==> src/rtl/sram_axi_arbiter_pkg.sv <==
// Shared constants and state encodings for the sram-like to AXI arbiter.
// Holds the AXI ID tags, fixed burst fields and both FSM encodings.
package sram_axi_arbiter_pkg;

  localparam logic [3:0] AXI_ID_INST = 4'd0;
  localparam logic [3:0] AXI_ID_DATA = 4'd1;

  localparam logic [7:0] LEN0       = 8'd0;
  localparam logic [1:0] BURST_INCR = 2'b01;

  typedef enum logic {
    AR_IDLE,
    AR_SEND
  } ar_state_e;

  typedef enum logic [1:0] {
    W_IDLE,
    W_SEND,
    W_RESP
  } w_state_e;

endpackage

==> src/rtl/sram_axi_arbiter_wr.sv <==
// Single-beat AXI write engine for the data requester.
// AW and W are raised together and retire independently; B completes the access.
module axi_wr_channel
  import sram_axi_arbiter_pkg::*;
(
  input  logic        clk,
  input  logic        reset,
  input  logic        accept,
  input  logic [31:0] req_addr,
  input  logic [1:0]  req_size,
  input  logic [3:0]  req_wstrb,
  input  logic [31:0] req_wdata,
  output logic        idle,
  output logic        data_ok,
  output logic [31:0] awaddr,
  output logic [2:0]  awsize,
  output logic        awvalid,
  input  logic        awready,
  output logic [31:0] wdata,
  output logic [3:0]  wstrb,
  output logic        wvalid,
  input  logic        wready,
  input  logic        bvalid,
  output logic        bready
);

  w_state_e state, state_next;
  logic     aw_done, w_done;

  // A channel counts as done if it already handshook or handshakes now.
  assign aw_done = !awvalid || awready;
  assign w_done  = !wvalid  || wready;

  // NOTE: registers use <= so every flop samples pre-edge values regardless of block order.
  always_ff @(posedge clk) begin
    if (reset) state <= W_IDLE;
    else       state <= state_next;
  end

  // NOTE: the default at the top covers every path, so no latch is inferred.
  always_comb begin
    state_next = state;
    case (state)
      W_IDLE:  if (accept)            state_next = W_SEND;
      W_SEND:  if (aw_done && w_done) state_next = W_RESP;
      W_RESP:  if (bvalid)            state_next = W_IDLE;
      default:                        state_next = W_IDLE;
    endcase
  end

  always_ff @(posedge clk) begin
    if (reset) begin
      awaddr  <= '0;
      awsize  <= '0;
      awvalid <= 1'b0;
      wdata   <= '0;
      wstrb   <= '0;
      wvalid  <= 1'b0;
    end else if (state == W_IDLE && accept) begin
      awaddr  <= req_addr;
      awsize  <= {1'b0, req_size};
      awvalid <= 1'b1;
      wdata   <= req_wdata;
      wstrb   <= req_wstrb;
      wvalid  <= 1'b1;
    end else begin
      if (awready) awvalid <= 1'b0;
      if (wready)  wvalid  <= 1'b0;
    end
  end

  assign idle    = (state == W_IDLE);
  assign bready  = (state == W_RESP);
  assign data_ok = bready && bvalid;

endmodule

==> src/rtl/sram_axi_arbiter.sv <==
// Shares one AXI master between the fetch and data sram-like requesters.
// Reads are tracked per ARID; data reads and writes are kept mutually ordered.
module sram_axi_arbiter
  import sram_axi_arbiter_pkg::*;
#(
  parameter logic [3:0] ID_INST = AXI_ID_INST,
  parameter logic [3:0] ID_DATA = AXI_ID_DATA
) (
  input  logic        clk,
  input  logic        reset,
  input  logic        inst_sram_req,
  input  logic [1:0]  inst_sram_size,
  input  logic [31:0] inst_sram_addr,
  output logic        inst_sram_addr_ok,
  output logic        inst_sram_data_ok,
  output logic [31:0] inst_sram_rdata,
  input  logic        data_sram_req,
  input  logic        data_sram_wr,
  input  logic [1:0]  data_sram_size,
  input  logic [3:0]  data_sram_wstrb,
  input  logic [31:0] data_sram_addr,
  input  logic [31:0] data_sram_wdata,
  output logic        data_sram_addr_ok,
  output logic        data_sram_data_ok,
  output logic [31:0] data_sram_rdata,
  output logic [3:0]  arid,
  output logic [31:0] araddr,
  output logic [2:0]  arsize,
  output logic [7:0]  arlen,
  output logic [1:0]  arburst,
  output logic        arvalid,
  input  logic        arready,
  input  logic [3:0]  rid,
  input  logic [31:0] rdata,
  input  logic        rvalid,
  output logic        rready,
  output logic [3:0]  awid,
  output logic [31:0] awaddr,
  output logic [2:0]  awsize,
  output logic [7:0]  awlen,
  output logic [1:0]  awburst,
  output logic        awvalid,
  input  logic        awready,
  output logic [31:0] wdata,
  output logic [3:0]  wstrb,
  output logic        wlast,
  output logic        wvalid,
  input  logic        wready,
  input  logic        bvalid,
  output logic        bready
);

  ar_state_e  ar_state, ar_state_next;
  logic [1:0] rd_pend;   // [0] inst read outstanding, [1] data read outstanding
  logic       data_rd_elig, inst_rd_elig;
  logic       data_rd_accept, inst_rd_accept, wr_accept;
  logic       inst_r_hit, data_r_hit;
  logic       w_idle, wr_data_ok;

  // Data has priority; it waits for any write in flight to finish first.
  assign data_rd_elig   = data_sram_req && !data_sram_wr && !rd_pend[1] && w_idle;
  assign inst_rd_elig   = inst_sram_req && !rd_pend[0];
  assign data_rd_accept = (ar_state == AR_IDLE) && data_rd_elig;
  assign inst_rd_accept = (ar_state == AR_IDLE) && inst_rd_elig && !data_rd_elig;
  assign wr_accept      = w_idle && data_sram_req && data_sram_wr && !rd_pend[1]
                          && !data_rd_accept;

  always_ff @(posedge clk) begin
    if (reset) ar_state <= AR_IDLE;
    else       ar_state <= ar_state_next;
  end

  always_comb begin
    ar_state_next = ar_state;
    case (ar_state)
      AR_IDLE: if (data_rd_accept || inst_rd_accept) ar_state_next = AR_SEND;
      AR_SEND: if (arvalid && arready)               ar_state_next = AR_IDLE;
      default:                                       ar_state_next = AR_IDLE;
    endcase
  end

  always_ff @(posedge clk) begin
    if (reset) begin
      arid    <= '0;
      araddr  <= '0;
      arsize  <= '0;
      arvalid <= 1'b0;
    end else if (data_rd_accept) begin
      arid    <= ID_DATA;
      araddr  <= data_sram_addr;
      arsize  <= {1'b0, data_sram_size};
      arvalid <= 1'b1;
    end else if (inst_rd_accept) begin
      arid    <= ID_INST;
      araddr  <= inst_sram_addr;
      arsize  <= {1'b0, inst_sram_size};
      arvalid <= 1'b1;
    end else if (arready) begin
      arvalid <= 1'b0;
    end
  end

  // Responses carrying an ID with nothing outstanding are dropped.
  assign inst_r_hit = rvalid && (rid == ID_INST) && rd_pend[0];
  assign data_r_hit = rvalid && (rid == ID_DATA) && rd_pend[1];

  // A set in the same cycle as a clear of the same bit wins.
  always_ff @(posedge clk) begin
    if (reset) rd_pend <= 2'b00;
    else       rd_pend <= (rd_pend & ~{data_r_hit, inst_r_hit})
                          | {data_rd_accept, inst_rd_accept};
  end

  axi_wr_channel u_wr (
    .clk       (clk),
    .reset     (reset),
    .accept    (wr_accept),
    .req_addr  (data_sram_addr),
    .req_size  (data_sram_size),
    .req_wstrb (data_sram_wstrb),
    .req_wdata (data_sram_wdata),
    .idle      (w_idle),
    .data_ok   (wr_data_ok),
    .awaddr    (awaddr),
    .awsize    (awsize),
    .awvalid   (awvalid),
    .awready   (awready),
    .wdata     (wdata),
    .wstrb     (wstrb),
    .wvalid    (wvalid),
    .wready    (wready),
    .bvalid    (bvalid),
    .bready    (bready)
  );

  assign inst_sram_addr_ok = inst_rd_accept;
  assign data_sram_addr_ok = data_rd_accept || wr_accept;
  assign inst_sram_data_ok = inst_r_hit;
  assign data_sram_data_ok = data_r_hit || wr_data_ok;
  assign inst_sram_rdata   = rdata;
  assign data_sram_rdata   = rdata;

  assign rready  = 1'b1;
  assign arlen   = LEN0;
  assign arburst = BURST_INCR;
  assign awid    = ID_DATA;
  assign awlen   = LEN0;
  assign awburst = BURST_INCR;
  assign wlast   = 1'b1;

endmodule

==> config.mk <==
export PLATFORM = sky130hd
export DESIGN_NAME = sram_axi_arbiter
export DESIGN_NICKNAME = d
export VERILOG_FILES = /design/src/rtl/sram_axi_arbiter_pkg.sv /design/src/rtl/sram_axi_arbiter_wr.sv /design/src/rtl/sram_axi_arbiter.sv
export SDC_FILE = /design/constraint.sdc
export NUM_CORES = 1
export LEC_CHECK = 0
export BUFFER_PORTS_ARGS = -buffer_cell sky130_fd_sc_hd__buf_2
export CORE_AREA = 2 2 137 139
export DETAILED_ROUTE_END_ITERATION = 12
export DIE_AREA = 0 0 139 141
export PLACE_DENSITY_LB_ADDON = 0.05
export RECOVER_POWER = 100
export SYNTH_ARGS = -nofsm -noshare
export SYNTH_HDL_FRONTEND = slang
export SYNTH_SLANG_ARGS = --single-unit
==> constraint.sdc <==
create_clock -name clk -period 2.2 [get_ports clk]
set_input_delay 0.22 -clock clk [delete_from_list [all_inputs] [get_ports clk]]
set_output_delay 0.22 -clock clk [all_outputs]
set_load 0.05 [all_outputs]
== Word level (Yosys, flattened, before mapping) ==
Cells that the tools add are included.

* Word-level logic and storage cells: 81
* Output and inout bits: 208
* Input bits: 150
* Memories kept: 0
* Register bits after elaboration: 113
* Latch bits: 0
* RAM bits: 0
* Bits in read-only memories: 0

* Multiplexer cells: 20
* Shift operators: 0
* Add/subtract/negate cells: 0
* Reduce and logical (&&, ||, !) cells: 38
* Divide/modulo/power cells: 0
* Equality and inequality tests: 6
* Magnitude comparators: 0
* Bitwise operators: 4
* $mul: 0

{| class="wikitable"
|+ Operators with widths
! operator !! number
|-
| 32-bit 2-to-1 mux || 2
|-
| 1-bit logical AND || 19
|-
| 1-bit 2-to-1 mux || 11
|-
| 2-bit 2-to-1 mux || 5
|-
| 1-bit zero test || 7
|-
| 2-bit one-hot mux with 3 select lines || 1
|-
| 2-bit nonzero test || 3
|-
| 1-bit logical OR || 5
|-
| 4-bit by 1-bit == test with 1-bit output (second input constant) || 1
|-
| 4-bit zero test || 1
|-
| 2-bit by 1-bit != test with 1-bit output (second input constant) || 2
|-
| 3-bit AND reduction || 1
|-
| 3-bit nonzero test || 1
|-
| 2-bit AND || 1
|-
| 2-bit by 1-bit == test with 1-bit output (second input constant) || 1
|-
| 2-bit == test (second input constant) || 1
|-
| 2-bit zero test || 1
|-
| 2-bit != test (second input constant) || 1
|-
| 2-bit NOT || 1
|-
| 2-bit OR || 1
|-
| 1-bit one-hot mux with 2 select lines || 1
|-
| 1-bit NOT || 1
|}

== Logic depth before layout (Yosys ltp) ==
Gate-level depths: netlist of the first run.

* Depth in word-level cells: 9
* Gate-level depth with buffers: 5
* Mapped depth without buffers: 3

== By module ==
A second synthesis of the first run with hierarchy kept.

* Cells, all modules: 651
* Area, all modules: 5406.4 µm²

{| class="wikitable"
|+ By module, submodules not included
! module !! sequential area each (µm²) !! area each (µm²) !! times used !! cells an instance
|-
| sram_axi_arbiter || 780.7 || 2777.7 || 1 || 327
|-
| axi_wr_channel || 1481.4 || 2628.8 || 1 || 324
|}

== Worst setup path after synthesis of the first run ==
Ideal clock, no wire load.

* Path type: input -> output
* From: in rid[1]
* To: out inst_sram_data_ok
* Arrival time: 2.103 ns
* Required time: 1.980 ns
* Buffers on the path: 0
* Stages: 2
* Slack: -0.123 ns
* Path through: or4b_2 -> nor3b_1

* Cells in the longest elaborated chain, start to end: 3

{| class="wikitable"
|+ RTL lines
! item !! line !! RTL
|-
| from (decl) || sram_axi_arbiter.sv:33 || <nowiki>input logic [3:0] rid,</nowiki>
|-
| 4-bit zero test || sram_axi_arbiter.sv:104 || <nowiki>assign inst_r_hit = rvalid && (rid == ID_INST) && rd_pend[0];</nowiki>
|-
| 1-bit logical AND (2 in a row) || sram_axi_arbiter.sv:104 ||
|-
| to (decl) || sram_axi_arbiter.sv:15 || <nowiki>output logic inst_sram_data_ok,</nowiki>
|}

Every way passes these cells.

== Worst setup path in the final report of the first run ==
* From: reg rd_pend[1]
* To: out data_sram_addr_ok

* Cells in the longest elaborated chain, start to end: 7
* Elaborated cells on any way between the ends: 8
* Those cells by class: 8 x reduce/logical

{| class="wikitable"
|+ RTL lines
! item !! line !! RTL
|-
| from (decl) || sram_axi_arbiter.sv:54 || <nowiki>logic [1:0] rd_pend;</nowiki>
|-
| from (signal assigned) || sram_axi_arbiter.sv:110 || <nowiki>else rd_pend <= (rd_pend & ~{data_r_hit, inst_r_hit})</nowiki>
|-
| 1-bit zero test * || sram_axi_arbiter.sv:61, sram_axi_arbiter.sv:65 ||
|-
| 1-bit logical AND (2 in a row) || sram_axi_arbiter.sv:61 || <nowiki>assign data_rd_elig = data_sram_req && !data_sram_wr && !rd_pend[1] && w_idle;</nowiki>
|-
| 1-bit logical AND || sram_axi_arbiter.sv:63 || <nowiki>assign data_rd_accept = (ar_state == AR_IDLE) && data_rd_elig;</nowiki>
|-
| 1-bit zero test || sram_axi_arbiter.sv:66 || <nowiki>&& !data_rd_accept;</nowiki>
|-
| 1-bit logical AND || sram_axi_arbiter.sv:66 ||
|-
| 1-bit logical OR * || sram_axi_arbiter.sv:137 || <nowiki>assign data_sram_addr_ok = data_rd_accept || wr_accept;</nowiki>
|-
| to (decl) || sram_axi_arbiter.sv:23 || <nowiki>output logic data_sram_addr_ok,</nowiki>
|}

Mark *: on every way between the ends. The rest lies on a longest branch, timed or not.

==> results.cfg, run 1 <==
[outcome]
status = completed

[power]
power_density_nw_per_um2 = 1020
power.leakage_uw = 0.00253
ir_worst_vdd_mv = 0.562

[yosys]
ys_warn_count = 0
postSynthAreaPerCell_um2 = 8.53
syn_area_um2 = 5330
muxShareOfSynthArea = 0
ys.flop_type = dfxtp_1
yosys-top-cells-count = dfxtp_1, buf_4, a21oi_1, o21ai_0, nand3_1
synth_top_area_share = 0.424
yosysUniqueCellTypes = 31
ys_seq_elements = 113
synth_compound_area_frac = 0.271
synth-edff-count = 0
synthCells = 625
synthArstFlopShare = 0
synthAdderAreaFrac = 0
synth_most_common_cell = dfxtp_1
synth_xor_area_frac = 0
synthSimpleGateAreaFrac = 0.0962
synth_top_area_cell = dfxtp_1
synth_area_leaders = dfxtp_1, buf_4, a21oi_1, o21ai_0, nand3_1
synth_top_family_by_area = compound AO/OA/AOI/OAI gates
seq_area_frac_synth = 0.424

[cts]
cts.reportedPaths.clkPinSlew_ns = 0.06
clock_latency_ns = 0.42
cts.sinks = 113
clockBufferDepth = 2
cts_tree = yes
hold_buffers = 0
cts_htree_levels = 4
cts_made_buffers = 17
cts-root-buf = clkbuf_16

[detailed_routing]
drc = 0
drt-initial-drc-count = 336
vias = 5089
drt_pass1_iterations = 5
routed_wl_um = 18300
antenna_left = 0
wl_per_cell_um = 18.1
avgViaCountPerCell = 5.02

[hold_path]
hp-class = input port to flip-flop

[worst_setup_path]
startpoint = rd_pend[1]$_SDFF_PP0_
cp.arrival_ns = 1.82
end_kind = primary output
r2r_end = araddr[20]$_SDFFE_PP0P_
crit_path_end = data_sram_addr_ok
r2r_start = rd_pend[1]$_SDFF_PP0_
critPathLaunchType = flip-flop
critPathKind = flip-flop to primary output
cp.required_ns = 1.98
worstRegToRegCells = 6
path_max_fanout = 32
r2r_slack_ns = 0.18

[die]
start_util = 0.292
io_pins = 358
row_count = 50
fp.dieArea_um2 = 19600
die_y_um = 141
design.core.area_um2 = 18300
fp.dieW_um = 139

[flow_run]
maxCapViolCount = 0

[sta]
setup_violations = 0
slew_viol_final = 0
hold_viol = 0
period_minus_slack_ns = 2.04
slew_headroom = 0.518
fmax_mhz = 490
rsz0062_at_grt = false
worst_pin_slew_ns = 0.723
fin_tns_setup_ns = 0
finalCritPeriodShare = 0.927
fin_worst_skew_ns = 0.00991
setup_slack_ns = 0.160

[global_routing]
grt_pass1_vias = 5058
grt_max_degree = 73
grt_usage = 0.183
grt_antenna_before_repair = 2
grt_pass1_wl_um = 28200
grt_overflow = 0

[final_layout]
nNetsFinal = 919
final_core_util = 0.363
area_delta_synth_final_pct = 24.4
drive_above_1_share = 0.227
diodes = 0
fillers = 1999

[placement]
portBuffers = 230
hpwl_um = 12400
gp_congestion = 0.763
place_ws_ns = 0.267
==> cell usage in the layout (no fill, tap or decap), types with 2 or more instances in the layout <==
cell / instances
nand2_1: 5
buf_12: 3
nand3_1: 71
dfxtp_1: 113
clkbuf_2: 3
buf_4: 14
buf_2: 116
clkbuf_4: 3
nand2b_1: 2
clkbuf_16: 17
a221o_1: 34
clkbuf_1: 113
a2111oi_0: 34
inv_1: 37
o21ai_0: 72
a21oi_1: 77
bufinv_16: 4
nor2_1: 4
clkbuf_8: 5
nor2b_1: 2
conb_1: 31
==> kinds of logic (layout without fill, tap and decap cells) <==
family,count (synthesis),in the layout
buffers and inverters,192,317
and+or+nand+nor,94,94
other,2,31
DFF,113,113
AOI/OAI and AO/OA,224,224
==> routing by layer <==
metal / global-route usage / vias to the layer above / routed length, um
met5: 0 / - / 27
met4: 0.0649 / 4 / 325
met3: 0.0802 / 40 / 1620
met2: 0.286 / 211 / 8460
met1: 0.224 / 2418 / 7850
li1: - / 2416 / -
==> through the flow <==
stage | hold WS (ns) | total power, uW | cell area [um2] | cells
2_1_floorplan | 0.359 | 3760 | 5450 | 654
5_1_grt | 0.0132 | 7070 | 6630 | 1013
3_5_place_dp | 0.440 | 3890 | 6130 | 983
4_1_cts | 0.00611 | 6890 | 6760 | 1012
6_report | 0.0275 | 6760 | 6630 | 1013
3_3_place_gp | 0.440 | 3870 | 6130 | 983
==> flip-flops by register name, summed over array words and instances, names as in the netlist <==
| name | cells |
|---|---|
| rd_pend | 2 |
| u_wr.wvalid | 1 |
| u_wr.awaddr | 32 |
| araddr | 32 |
| u_wr.state | 2 |
| u_wr.awsize | 2 |
| arsize | 2 |
| u_wr.wdata | 32 |
| u_wr.awvalid | 1 |
| u_wr.wstrb | 4 |
| ar_state | 1 |
| arvalid | 1 |
| arid | 1 |
==> cell type report <==
class / instances / area (um2) / share of cell area
flip-flops and latches: 113 / 2260 / 0.341
multi-input cells: 349 / 2110 / 0.318
repair buffers: 250 / 1200 / 0.181
clock buffers: 24 / 502 / 0.0756
well taps: 234 / 293 / 0.0441
inverters: 38 / 143 / 0.0215
clock inverters: 5 / 125 / 0.0189
==> power breakdown <==
group          total [uW]  switching [uW]  internal [uW]
Sequential           2300            90.0           2210
Clock                2970             941           2020
Combinational        1500            1160            343
Total                6760            2190           4570
==> worst min path at each step <==
| stage | from | endpoint | slack, ns | cells after the start |
|---|---|---|---|---|
| floorplan | inst_sram_addr[10] | araddr[10]$_SDFFE_PP0P_ | 0.36 | 1 |
| global route | inst_sram_addr[27] | araddr[27]$_SDFFE_PP0P_ | 0.01 | 2 |
| finish | inst_sram_size[0] | arsize[0]$_SDFFE_PP0P_ | 0.03 | 2 |
| detailed placement | rdata[11] | data_sram_rdata[11] | 0.44 | 0 |
| CTS | inst_sram_addr[30] | araddr[30]$_SDFFE_PP0P_ | 0.006 | 2 |
| global placement | rdata[11] | data_sram_rdata[11] | 0.44 | 0 |
==> worst max-delay path, cell delays in order (launching register included) <==
cell	delay, ns
dfxtp_1	0.36
nor4b_4	0.37
buf_12	0.23
nand2_1	0.12
nand2_1	0.08
clkbuf_4	0.23
==> repair_timing <==
item,in CTS,in global routing
pin swaps,1,2
setup endpoints to repair,2,2
setup buffers,0,1
gates resized for setup,2,4
(Power assumes the default switching activity.)
==> run 2: changes to the inputs <==
--- a/config.mk
+++ b/config.mk
@@ -9,6 +9,7 @@
 export CORE_AREA = 2 2 137 139
 export DETAILED_ROUTE_END_ITERATION = 12
 export DIE_AREA = 0 0 139 141
+export MAX_ROUTING_LAYER = met4
 export PLACE_DENSITY_LB_ADDON = 0.05
 export RECOVER_POWER = 100
 export SYNTH_ARGS = -nofsm -noshare
==> constraint.sdc (replaced) <==
create_clock -name clk -period 1.9 [get_ports clk]
set_input_delay 0.19 -clock clk [delete_from_list [all_inputs] [get_ports clk]]
set_output_delay 0.19 -clock clk [all_outputs]
set_load 0.05 [all_outputs]
==> results.cfg, run 2 (same netlist as run 1, synthesis figures left out) <==
[worst_setup_path]
path_max_fanout = 5
path_cells = buf_6, nor4b_4, clkbuf_16, nand2_8, nand2_4, buf_8
r2r_start = u_wr.state[1]$_SDFFE_PP0P_
cp_slowest_cell = dfxtp_1
cp.required_ns = 1.71
critPathLaunchType = flip-flop
r2r_end = araddr[1]$_SDFFE_PP0P_
end_kind = primary output
cp.arrival_ns = 1.71
worstRegToRegCells = 7
critPathMaxStageDelay_ns = 0.33
critical_path_buf_inv_count = 3
crit_family = buffers and inverters
critPathKind = flip-flop to primary output
r2r_slack_ns = 0.01

[detailed_routing]
drt-initial-drc-count = 258
drt_pass1_iterations = 5
vias = 5200
avgViaCountPerCell = 4.92
drc = 0
wl_per_cell_um = 17.8
routed_wl_um = 18800
antenna_left = 0

[cts]
cts_htree_levels = 4
cts.reportedPaths.clkPinSlew_ns = 0.06
cts_made_buffers = 17
clock_latency_ns = 0.41
cts_tree = yes
clockBufferDepth = 2
cts-root-buf = clkbuf_16
cts.sinks = 113

[hold_path]
worst_hold_startpoint = inst_sram_addr[25]
hold_depth = 2
hp-class = input port to flip-flop
hold_path_end = araddr[25]$_SDFFE_PP0P_

[sta]
slew_viol_final = 0
fin_worst_skew_ns = 0.00601
worst_pin_slew_ns = 0.653
slew_headroom = 0.566
finalCritPeriodShare = 0.998
setup_slack_ns = 0.00337
fmax_mhz = 527
rsz0062_at_grt = true
period_minus_slack_ns = 1.90
hold_viol = 0
setup_violations = 0

[final_layout]
nNetsFinal = 958
regArea_um2 = 2270
reg_top3 = araddr x32, u_wr.awaddr x32, u_wr.wdata x32
area_delta_synth_final_pct = 34.1
final_core_util = 0.391
drive_above_1_share = 0.259
multi_input_area_um2 = 2160
layout_commonest_cell = buf_2
final_cell_mix = buf_2, dfxtp_1, clkbuf_1
fillers = 1972

[die]
row_count = 50
fp.dieW_um = 139
fp.dieArea_um2 = 19600
design.core.area_um2 = 18300
start_util = 0.292
io_pins = 358
die_y_um = 141

[global_routing]
grt_pass1_vias = 5049
grt_max_degree = 44
grt_usage = 0.191
grt_pass1_wl_um = 28700
grt_antenna_before_repair = 2
grt_overflow = 0

[power]
power.leakage_uw = 0.00278
ir_worst_vdd_mv = 0.649
power_density_nw_per_um2 = 1130

[flow_run]
maxCapViolCount = 0

[placement]
place_ws_ns = 0.0882
hpwl_um = 12700
gp_congestion = 0.739
portBuffers = 230

[outcome]
status = completed
==> run 2: layout make-up <==
type	instances	share of cell area
clock inverters	9	0.0212
well taps	234	0.0410
repair buffers	289	0.229
diodes	2	0.000700
multi-input cells	349	0.302
flip-flops and latches	113	0.317
clock buffers	23	0.0697
inverters	38	0.0200
==> run 2: worst max path at each step <==
stage                               start                      end  slack [ns]  cells after the start
5_1_grt        u_wr.state[1]$_SDFFE_PP0P_        data_sram_addr_ok       -0.04                      6
2_1_floorplan                      rid[1]        inst_sram_data_ok        0.12                      2
6_report       u_wr.state[1]$_SDFFE_PP0P_        data_sram_addr_ok       0.003                      6
3_3_place_gp   u_wr.state[0]$_SDFFE_PP0P_  araddr[10]$_SDFFE_PP0P_        0.13                      6
4_1_cts        u_wr.state[0]$_SDFFE_PP0P_        data_sram_addr_ok       -0.05                      6
3_5_place_dp   u_wr.state[0]$_SDFFE_PP0P_   araddr[1]$_SDFFE_PP0P_        0.09                      6
==> run 2: metal layers <==
metal / wire length, um / vias up / GRT usage
met5: 0 / - / -
met4: 170 / 0 / 0.0579
met3: 1380 / 20 / 0.0598
met2: 8750 / 228 / 0.290
met1: 8480 / 2453 / 0.246
li1: - / 2499 / -
==> run 2: metrics by stage <==
step | hold slack [ns] | setup TNS (ns) | cell area (um2) | total power [uW] | cells
after global placement | 0.380 | 0 | 6240 | 4530 | 995
after detailed placement | 0.380 | 0 | 6240 | 4540 | 995
after floorplan | 0.329 | 0 | 5450 | 4350 | 654
after global routing | 0.00384 | -0.480 | 7150 | 8380 | 1057
after CTS | 0.000328 | -0.0629 | 7180 | 8150 | 1053
final | 0.0178 | 0 | 7150 | 8040 | 1057
==> run 2: timing repair <==
| item | 4_1_cts | 5_1_grt |
|---|---|---|
| endpoints found under the setup margin | 2 | 56 |
| endpoints found under the hold margin | 22 | 0 |
| setup buffers | 3 | 2 |
| gates cloned | 1 | 0 |
| gates resized for setup | 7 | 23 |
| hold buffers | 22 | 0 |
| pin swaps | 1 | 2 |
==> run 2: where the power goes <==
part	internal (uW)	switching [uW]
logic	521	1410
registers	2550	93.2
clock network	2360	1100
